===== src/rtl/lbdr_pkg.sv =====
// Shared types and constants for the LBDR routing unit.
// Flit codes, FSM states and one-hot port indices.
package lbdr_pkg;

  localparam logic [2:0] HEADER      = 3'b001;
  localparam logic [2:0] PAYLOAD     = 3'b010;
  localparam logic [2:0] TAIL        = 3'b100;
  localparam logic [2:0] HEADER_TAIL = 3'b101;

  typedef enum logic {
    IDLE,
    BUSY
  } state_t;

  localparam int P_N   = 0;
  localparam int P_E   = 1;
  localparam int P_W   = 2;
  localparam int P_S   = 3;
  localparam int P_L   = 4;
  localparam int NPORT = 5;

  // Keep the lowest set bit: N > E > W > S.
  function automatic logic [3:0] pick4(
    input logic [3:0] v
  );
    return v & (~v + 4'd1);
  endfunction

endpackage


===== src/rtl/lbdr_dr_if.sv =====
// FIFO-side, config and port-request signals of one LBDR input port.
// The router is the slave, the FIFO/allocator side is the master.
interface lbdr_dr_if #(
  parameter int AW = 4
);
  logic          empty;
  logic          rd_en;
  logic [2:0]    flit_id;
  logic [AW-1:0] dst_addr;
  logic          cfg_we;
  logic [7:0]    cfg_rxy;
  logic [3:0]    cfg_cx;
  logic [3:0]    cfg_dr;
  logic [AW-1:0] cfg_cur;
  logic          Nport;
  logic          Eport;
  logic          Wport;
  logic          Sport;
  logic          Lport;
  logic          busy;
  logic          err;

  modport master (
    output empty, rd_en, flit_id, dst_addr,
    output cfg_we, cfg_rxy, cfg_cx,
    output cfg_dr, cfg_cur,
    input  Nport, Eport, Wport, Sport,
    input  Lport, busy, err
  );

  modport slave (
    input  empty, rd_en, flit_id, dst_addr,
    input  cfg_we, cfg_rxy, cfg_cx,
    input  cfg_dr, cfg_cur,
    output Nport, Eport, Wport, Sport,
    output Lport, busy, err
  );
endinterface


===== src/rtl/lbdr_route_comb.sv =====
// Combinational LBDR route: minimal ports, then deroute fallback.
// Result is one-hot {L,S,W,E,N}; fail flags an unroutable header.
module lbdr_route_comb
  import lbdr_pkg::*;
#(
  parameter int X_W = 2,
  parameter int Y_W = 2
) (
  input  logic [X_W+Y_W-1:0] cur,
  input  logic [X_W+Y_W-1:0] dst,
  input  logic [7:0]         rxy,
  input  logic [3:0]         cx,
  input  logic [3:0]         dr,
  output logic [NPORT-1:0]   port,
  output logic               fail
);

  logic [X_W-1:0] xc, xd;
  logic [Y_W-1:0] yc, yd;
  logic n1, s1, e1, w1;
  logic mn, me, mw, ms, loc;
  logic [3:0] mins, der;

  assign xc = cur[X_W-1:0];
  assign xd = dst[X_W-1:0];
  assign yc = cur[X_W+Y_W-1:X_W];
  assign yd = dst[X_W+Y_W-1:X_W];

  assign n1 = yd < yc;
  assign s1 = yc < yd;
  assign e1 = xc < xd;
  assign w1 = xd < xc;

  // rxy = {Rsw,Rse,Rws,Rwn,Res,Ren,Rnw,Rne}
  assign mn = (n1 & ~e1 & ~w1
            | n1 & e1 & rxy[0]
            | n1 & w1 & rxy[1]) & cx[0];
  assign me = (e1 & ~n1 & ~s1
            | e1 & n1 & rxy[2]
            | e1 & s1 & rxy[3]) & cx[1];
  assign mw = (w1 & ~n1 & ~s1
            | w1 & n1 & rxy[4]
            | w1 & s1 & rxy[5]) & cx[2];
  assign ms = (s1 & ~e1 & ~w1
            | s1 & e1 & rxy[6]
            | s1 & w1 & rxy[7]) & cx[3];
  assign loc = ~n1 & ~e1 & ~w1 & ~s1;

  assign mins = {ms, mw, me, mn};
  assign der  = dr & cx;

  always_comb begin
    port = '0;
    fail = 1'b0;
    if (loc)
      port[P_L] = 1'b1;
    else if (|mins)
      port[3:0] = pick4(mins);
    else if (|der)
      port[3:0] = pick4(der);
    else
      fail = 1'b1;
  end

endmodule


===== src/rtl/lbdr_dr.sv =====
// LBDR input-port router with deroutes, packet lock and
// run-time reconfiguration; registered one-hot port request.
module lbdr_dr
  import lbdr_pkg::*;
#(
  parameter int                 X_W     = 2,
  parameter int                 Y_W     = 2,
  parameter logic [7:0]         RXY_DEF = 8'd60,
  parameter logic [3:0]         CX_DEF  = 4'd15,
  parameter logic [3:0]         DR_DEF  = 4'd0,
  parameter logic [X_W+Y_W-1:0] CUR_DEF = 'd5
) (
  input logic     clk,
  input logic     rst,
  lbdr_dr_if.slave bus
);

  localparam int AW = X_W + Y_W;

  state_t state_q, state_d;

  logic [7:0]       rxy_q;
  logic [3:0]       cx_q, dr_q;
  logic [AW-1:0]    cur_q;
  logic [NPORT-1:0] port_q, port_d, route;
  logic fail;
  logic err_q, err_d;
  logic pend_q, pend_d;
  logic ht_q, ht_d;
  logic cfg_ld;
  logic is_hdr, is_tail, rel;

  lbdr_route_comb #(
    .X_W (X_W),
    .Y_W (Y_W)
  ) u_route (
    .cur  (cur_q),
    .dst  (bus.dst_addr),
    .rxy  (rxy_q),
    .cx   (cx_q),
    .dr   (dr_q),
    .port (route),
    .fail (fail)
  );

  assign is_hdr = bus.flit_id == HEADER
               || bus.flit_id == HEADER_TAIL;
  assign is_tail = bus.flit_id == TAIL;

  // pend_q: the locked header is still at the FIFO head.
  assign rel = !bus.empty && bus.rd_en
            && (is_tail
             || (bus.flit_id == HEADER_TAIL
                 && ht_q && pend_q));

  always_ff @(posedge clk or posedge rst) begin
    if (rst) state_q <= IDLE;
    else     state_q <= state_d;
  end

  always_comb begin
    state_d = state_q;
    unique case (state_q)
      IDLE:
        if (!bus.empty && is_hdr && !fail)
          state_d = BUSY;
      BUSY:
        if (rel)
          state_d = IDLE;
    endcase
  end

  always_comb begin
    port_d = port_q;
    err_d  = err_q;
    pend_d = pend_q;
    ht_d   = ht_q;
    cfg_ld = 1'b0;
    unique case (state_q)
      IDLE: begin
        cfg_ld = bus.cfg_we;
        if (!bus.empty) begin
          if (is_hdr && fail) begin
            err_d = 1'b1;
          end else if (is_hdr) begin
            port_d = route;
            pend_d = 1'b1;
            ht_d   = bus.flit_id == HEADER_TAIL;
          end else if (bus.flit_id == PAYLOAD
                    || is_tail) begin
            err_d = 1'b1;
          end
        end
      end
      BUSY: begin
        if (bus.cfg_we)
          err_d = 1'b1;
        if (rel) begin
          port_d = '0;
          pend_d = 1'b0;
          ht_d   = 1'b0;
        end else if (!bus.empty) begin
          if (pend_q && bus.rd_en)
            pend_d = 1'b0;
          else if (is_hdr && !pend_q)
            err_d = 1'b1;
        end
      end
    endcase
  end

  always_ff @(posedge clk or posedge rst) begin
    if (rst) begin
      port_q <= '0;
      err_q  <= 1'b0;
      pend_q <= 1'b0;
      ht_q   <= 1'b0;
      rxy_q  <= RXY_DEF;
      cx_q   <= CX_DEF;
      dr_q   <= DR_DEF;
      cur_q  <= CUR_DEF;
    end else begin
      port_q <= port_d;
      err_q  <= err_d;
      pend_q <= pend_d;
      ht_q   <= ht_d;
      if (cfg_ld) begin
        rxy_q <= bus.cfg_rxy;
        cx_q  <= bus.cfg_cx;
        dr_q  <= bus.cfg_dr;
        cur_q <= bus.cfg_cur;
      end
    end
  end

  assign bus.Nport = port_q[P_N];
  assign bus.Eport = port_q[P_E];
  assign bus.Wport = port_q[P_W];
  assign bus.Sport = port_q[P_S];
  assign bus.Lport = port_q[P_L];
  assign bus.busy  = state_q == BUSY;
  assign bus.err   = err_q;

endmodule


===== src/flat_wrapper.sv =====
// flat-port wrapper written by rule: the top's interface ports become plain ports
module lbdr_dr_flat import lbdr_pkg::*;
#(
  parameter int                 X_W     = 2,
  parameter int                 Y_W     = 2,
  parameter logic [7:0]         RXY_DEF = 8'd60,
  parameter logic [3:0]         CX_DEF  = 4'd15,
  parameter logic [3:0]         DR_DEF  = 4'd0,
  parameter logic [X_W+Y_W-1:0] CUR_DEF = 'd5
)
  (clk, rst, bus_empty, bus_rd_en, bus_flit_id, bus_dst_addr, bus_cfg_we, bus_cfg_rxy, bus_cfg_cx, bus_cfg_dr, bus_cfg_cur, bus_Nport, bus_Eport, bus_Wport, bus_Sport, bus_Lport, bus_busy, bus_err);
  lbdr_dr_if #(.AW(4)) bus_i ();
  input logic clk;
  input logic rst;
  input wire logic [$bits(bus_i.empty)-1:0] bus_empty;
  input wire logic [$bits(bus_i.rd_en)-1:0] bus_rd_en;
  input wire logic [$bits(bus_i.flit_id)-1:0] bus_flit_id;
  input wire logic [$bits(bus_i.dst_addr)-1:0] bus_dst_addr;
  input wire logic [$bits(bus_i.cfg_we)-1:0] bus_cfg_we;
  input wire logic [$bits(bus_i.cfg_rxy)-1:0] bus_cfg_rxy;
  input wire logic [$bits(bus_i.cfg_cx)-1:0] bus_cfg_cx;
  input wire logic [$bits(bus_i.cfg_dr)-1:0] bus_cfg_dr;
  input wire logic [$bits(bus_i.cfg_cur)-1:0] bus_cfg_cur;
  output wire logic [$bits(bus_i.Nport)-1:0] bus_Nport;
  output wire logic [$bits(bus_i.Eport)-1:0] bus_Eport;
  output wire logic [$bits(bus_i.Wport)-1:0] bus_Wport;
  output wire logic [$bits(bus_i.Sport)-1:0] bus_Sport;
  output wire logic [$bits(bus_i.Lport)-1:0] bus_Lport;
  output wire logic [$bits(bus_i.busy)-1:0] bus_busy;
  output wire logic [$bits(bus_i.err)-1:0] bus_err;
  assign bus_i.empty = bus_empty;
  assign bus_i.rd_en = bus_rd_en;
  assign bus_i.flit_id = bus_flit_id;
  assign bus_i.dst_addr = bus_dst_addr;
  assign bus_i.cfg_we = bus_cfg_we;
  assign bus_i.cfg_rxy = bus_cfg_rxy;
  assign bus_i.cfg_cx = bus_cfg_cx;
  assign bus_i.cfg_dr = bus_cfg_dr;
  assign bus_i.cfg_cur = bus_cfg_cur;
  assign bus_Nport = bus_i.Nport;
  assign bus_Eport = bus_i.Eport;
  assign bus_Wport = bus_i.Wport;
  assign bus_Sport = bus_i.Sport;
  assign bus_Lport = bus_i.Lport;
  assign bus_busy = bus_i.busy;
  assign bus_err = bus_i.err;
  lbdr_dr #(.X_W(X_W), .Y_W(Y_W), .RXY_DEF(RXY_DEF), .CX_DEF(CX_DEF), .DR_DEF(DR_DEF), .CUR_DEF(CUR_DEF)) u_core (.clk(clk), .rst(rst), .bus(bus_i));
endmodule

===== config.mk =====
export PLATFORM = sky130hd
export DESIGN_NAME = lbdr_dr_flat
export DESIGN_NICKNAME = d
export VERILOG_FILES = /design/src/rtl/lbdr_pkg.sv /design/src/rtl/lbdr_dr_if.sv /design/src/rtl/lbdr_route_comb.sv /design/src/rtl/lbdr_dr.sv /design/src/flat_wrapper.sv
export SDC_FILE = /design/constraint.sdc
export NUM_CORES = 1
export LEC_CHECK = 0
export ABC_CLOCK_PERIOD_IN_PS = 8200
export CAP_MARGIN = 30
export CORE_AREA = 2 2 60 62
export DETAILED_ROUTE_END_ITERATION = 8
export DIE_AREA = 0 0 62 64
export HOLD_SLACK_MARGIN = 0.1
export PLACE_DENSITY = 0.81
export SYNTH_ARGS = -nofsm -noshare
export SYNTH_HDL_FRONTEND = slang
export SYNTH_HIERARCHICAL = 1
export SYNTH_SLANG_ARGS = --single-unit

===== constraint.sdc =====
create_clock -name clk -period 8.2 [get_ports clk]
set_input_delay 1.23 -clock clk [delete_from_list [all_inputs] [get_ports clk]]
set_output_delay 1.23 -clock clk [all_outputs]
set_load 0.02 [all_outputs]

==> key figures <==
Run status
  – Outcome: completed

Timing
  – Clock skew: between 0.008 and 0.009 ns
  – Worst-margin pin slew: 0.591 ns
  – Max transition margin: 60.5%
  – Final setup viols: 0
  – Slew Viols, Final: 0
  – Post-route setup slack: about 4.3 ns
  – RSZ-0062 raised after global routing: no
  – Final min period: approximately 3.9 ns
  – Total negative slack: 0 ns
  – Fmax: between 200 and 300 MHz
  – Fin crit share: 47.7%
  – Min Hold Slack: 0.490 ns
  – Final Hold Fails: 0

Synth
  – Syn. warnings: 6
  – Yosys reg bits: 29
  – Avg Cell Area, Syn: between 10 and 15 um^2
  – Async S/R FF share, synth: 100%
  – Gate count of the mapped netlist: around 150
  – Sequential area share after synthesis: between 40% and 50%
  – Net Count, Synth: 182
  – Unique masters post-synth: 50
  – Post-synth EDFFs: 0
  – Post-Syn Area: approximately 0.0017 mm^2
  – Ys flop type: dfrtp_1

Global route
  – Pin count of the biggest net entering global routing: 21
  – Grt ovf: 0
  – Antenna violations before repair: 0
  – First-pass GRT wire length: between 5000 and 6000 um
  – GRT Util Overall: between 20% and 30%
  – Vias in the first global route: 1333

Pwr
  – Leak Pwr: roughly 0.00090 uW
  – VDD IR max: about 0.18 mV
  – Pwr/cell area: approximately 340 mW/mm^2

Critical path
  – CP max FO: 7
  – Req. time, crit path: about 8.4 ns
  – Crit-path cells: clkdlybuf4s50_1 > inv_1 > ha_1 > nor2b_4 > o21ai_0 > nor4b_2 > o21bai_4 > a2111oi_4 > or4b_1 > mux2i_1 > o22ai_1
  – WP data arrival: slightly above 4 ns
  – Critical path's largest stage delay: ~0.75 ns
  – CP max stage cell: or4b_1
  – Crit. End Element: flop
  – Critical path launch point type: input pin
  – Kind of critical path: in2reg
  – R2r setup slk: between 5 and 6 ns

CTS
  – Max Buffers Root-to-Sink: 2
  – Cts hold-fix bufs: 0
  – H-tree levels: 2
  – Clk_lat worst skew: approximately 0.32 ns
  – TritonCTS clock tree: done
  – Clk root buf: clkbuf_4
  – Post-cts resize count: 0
  – Total CTS buffers: 5
  – Clk sinks: 29
  – Clk slew on worst S/H paths: roughly 0.10 ns
  – Postcts setup bufs: 0

Cells and area
  – ANT cells: 0
  – Design area: around 0.0022 mm^2
  – Final net count: approximately 220
  – Area grow syn2layout: 29.6%
  – Fill cells: between 200 and 300
  – Final Instance Count excl. Fillers: 235
  – Layout cells sized above 1: between 20% and 30%

Detailed routing
  – WL per Instance: between 15 and 20 um
  – Vias per inst: around 5.5
  – First-pass iteration count of the detailed router: 4
  – Drt initial violations: 65
  – Vias: between 1000 and 1500
  – DRC: 0
  – Number of routed nets with antenna violations: 0
  – Final WL: around 3600 um

Floorplan
  – # rows: 21
  – Initial cell density of the core: roughly half
  – Die ar.: 0.00397 mm^2
  – Die Y: between 60 and 70 um
  – Die Span X: 62 um
  – Ports: 39
  – Core area: about 0.0033 mm^2

Place
  – Final GP Congestion: ~0.89
  – Placed inst area: between 0.002 and 0.0025 mm^2
  – Pre-CTS WS: 3.98 ns
  – Dpl cells: 227
  – Buffers on Ports: 38
  – Dpl hpwl: roughly 2900 um

Hold path
  – Min-Delay Path Class: reg2reg

Job
  – MaxCap Viol Count: 0
## where the power goes
part / internal [uW] / total, uW / switching [uW]
logic: 180 / 356 / 176
clock network: 49.7 / 100 / 50.5
registers: 226 / 288 / 62.5
total: 456 / 744 / 289
## stage by stage
step | utilization (%) | total power [uW]
final | 66.2 | 744
after global routing | 66.2 | 796
after CTS | 66.2 | 747
after detailed placement | 64.1 | 644
after global placement | 63.6 | 626
after floorplan | - | 547
## cells by family (layout without fill, tap and decap cells)
kind of cell,after synthesis,in the layout,synth area share [%]
AND/OR/NAND/NOR,39,39,15.3
adder cells (fa/ha/maj),4,4,2.98
multiplexers,23,23,15.2
flip-flops,29,29,44.0
AO/OA/AOI/OAI,36,36,18.0
XOR/XNOR,1,1,0.522
buffers and inverters,14,57,4.03
## cells in the final DEF, fill, tap and decap left out, types with 3 or more instances in the layout
cell type and instances:
o22ai_1 3, inv_1 9, dfrtp_1 19, o2bb2ai_1 3, mux2i_1 3, o21ai_0 6
a21oi_1 3, dfstp_2 10, a211o_1 3, nor2_1 5, clkdlybuf4s50_1 38, nor2b_1 5
nand2_1 11, mux2_2 20, ha_1 4, clkbuf_4 5
## synthesized netlist by cell type (2+ instances only)
library cell  instances  area [um^2]
buf_2                 3         15.0
dfrtp_1              19          475
ha_1                  4         50.1
a211oi_1              2         15.0
inv_1                 9         33.8
mux2i_1               3         30.0
a21oi_1               3         15.0
o22ai_1               3         18.8
o21ai_1               2         10.0
o2bb2ai_1             3         26.3
nand2_1              11         41.3
nor2b_4               2         27.5
nor2_1                5         18.8
o21ai_0               6         30.0
mux2_2               20          225
dfstp_2              10          263
a211o_1               3         26.3
or3_1                 2         12.5
nor2b_1               5         31.3
## final cells by class
cell class | count | area [um^2] | area share [%]
multi-input combinational | 103 | 872 | 40.1
sequential | 29 | 738 | 33.9
timing repair buffer | 40 | 403 | 18.5
clock buffer | 7 | 65.1 | 2.99
tap | 46 | 57.6 | 2.65
inverter | 9 | 33.8 | 1.55
clock inverter | 1 | 5.00 | 0.230
## worst paths after layout
| check | startpoint | to | cells past startpoint |
|---|---|---|---|
| min in group asynchronous | rst | u_core/cur_q[1] | 2 |
| max | bus_dst_addr[3] | u_core/port_q[3] | 11 |
| min | u_core/bus.err | u_core/bus.err | 1 |
| max reg2reg | u_core/cur_q[1] | u_core/port_q[3] | 10 |
| min reg2reg | u_core/bus.err | u_core/bus.err | 1 |
| max in group asynchronous | rst | u_core/cx_q[2] | 3 |
## flip-flops by register name, indices dropped and copies added (netlist names)
register,count
u_core/rxy_q,8
u_core/port_q,5
u_core/cur_q,4
u_core/cx_q,4
u_core/dr_q,4
u_core/bus.busy,1
u_core/bus.err,1
u_core/ht_q,1
u_core/pend_q,1
## per-layer routing
metal / routed length, um / share of wire [%] / vias to the layer above / GRT usage, %
li1: - / - / 623 / -
met1: 1450 / 40 / 634 / 23.3
met2: 1970 / 54 / 41 / 35.4
met3: 175 / 4.8 / 4 / 4.45
met4: 42 / 1.2 / 0 / 7.18
met5: 0 / 0 / - / 0
## critical path, delay by kind of cell
family / cells / cell delay [ns]
AO/OA/AOI/OAI: 4 / 0.57
adder cells (fa/ha/maj): 1 / 0.32
multiplexers: 1 / 0.24
buffers and inverters: 2 / 0.49
AND/OR/NAND/NOR: 3 / 1.25
(Power assumes the default switching activity.)
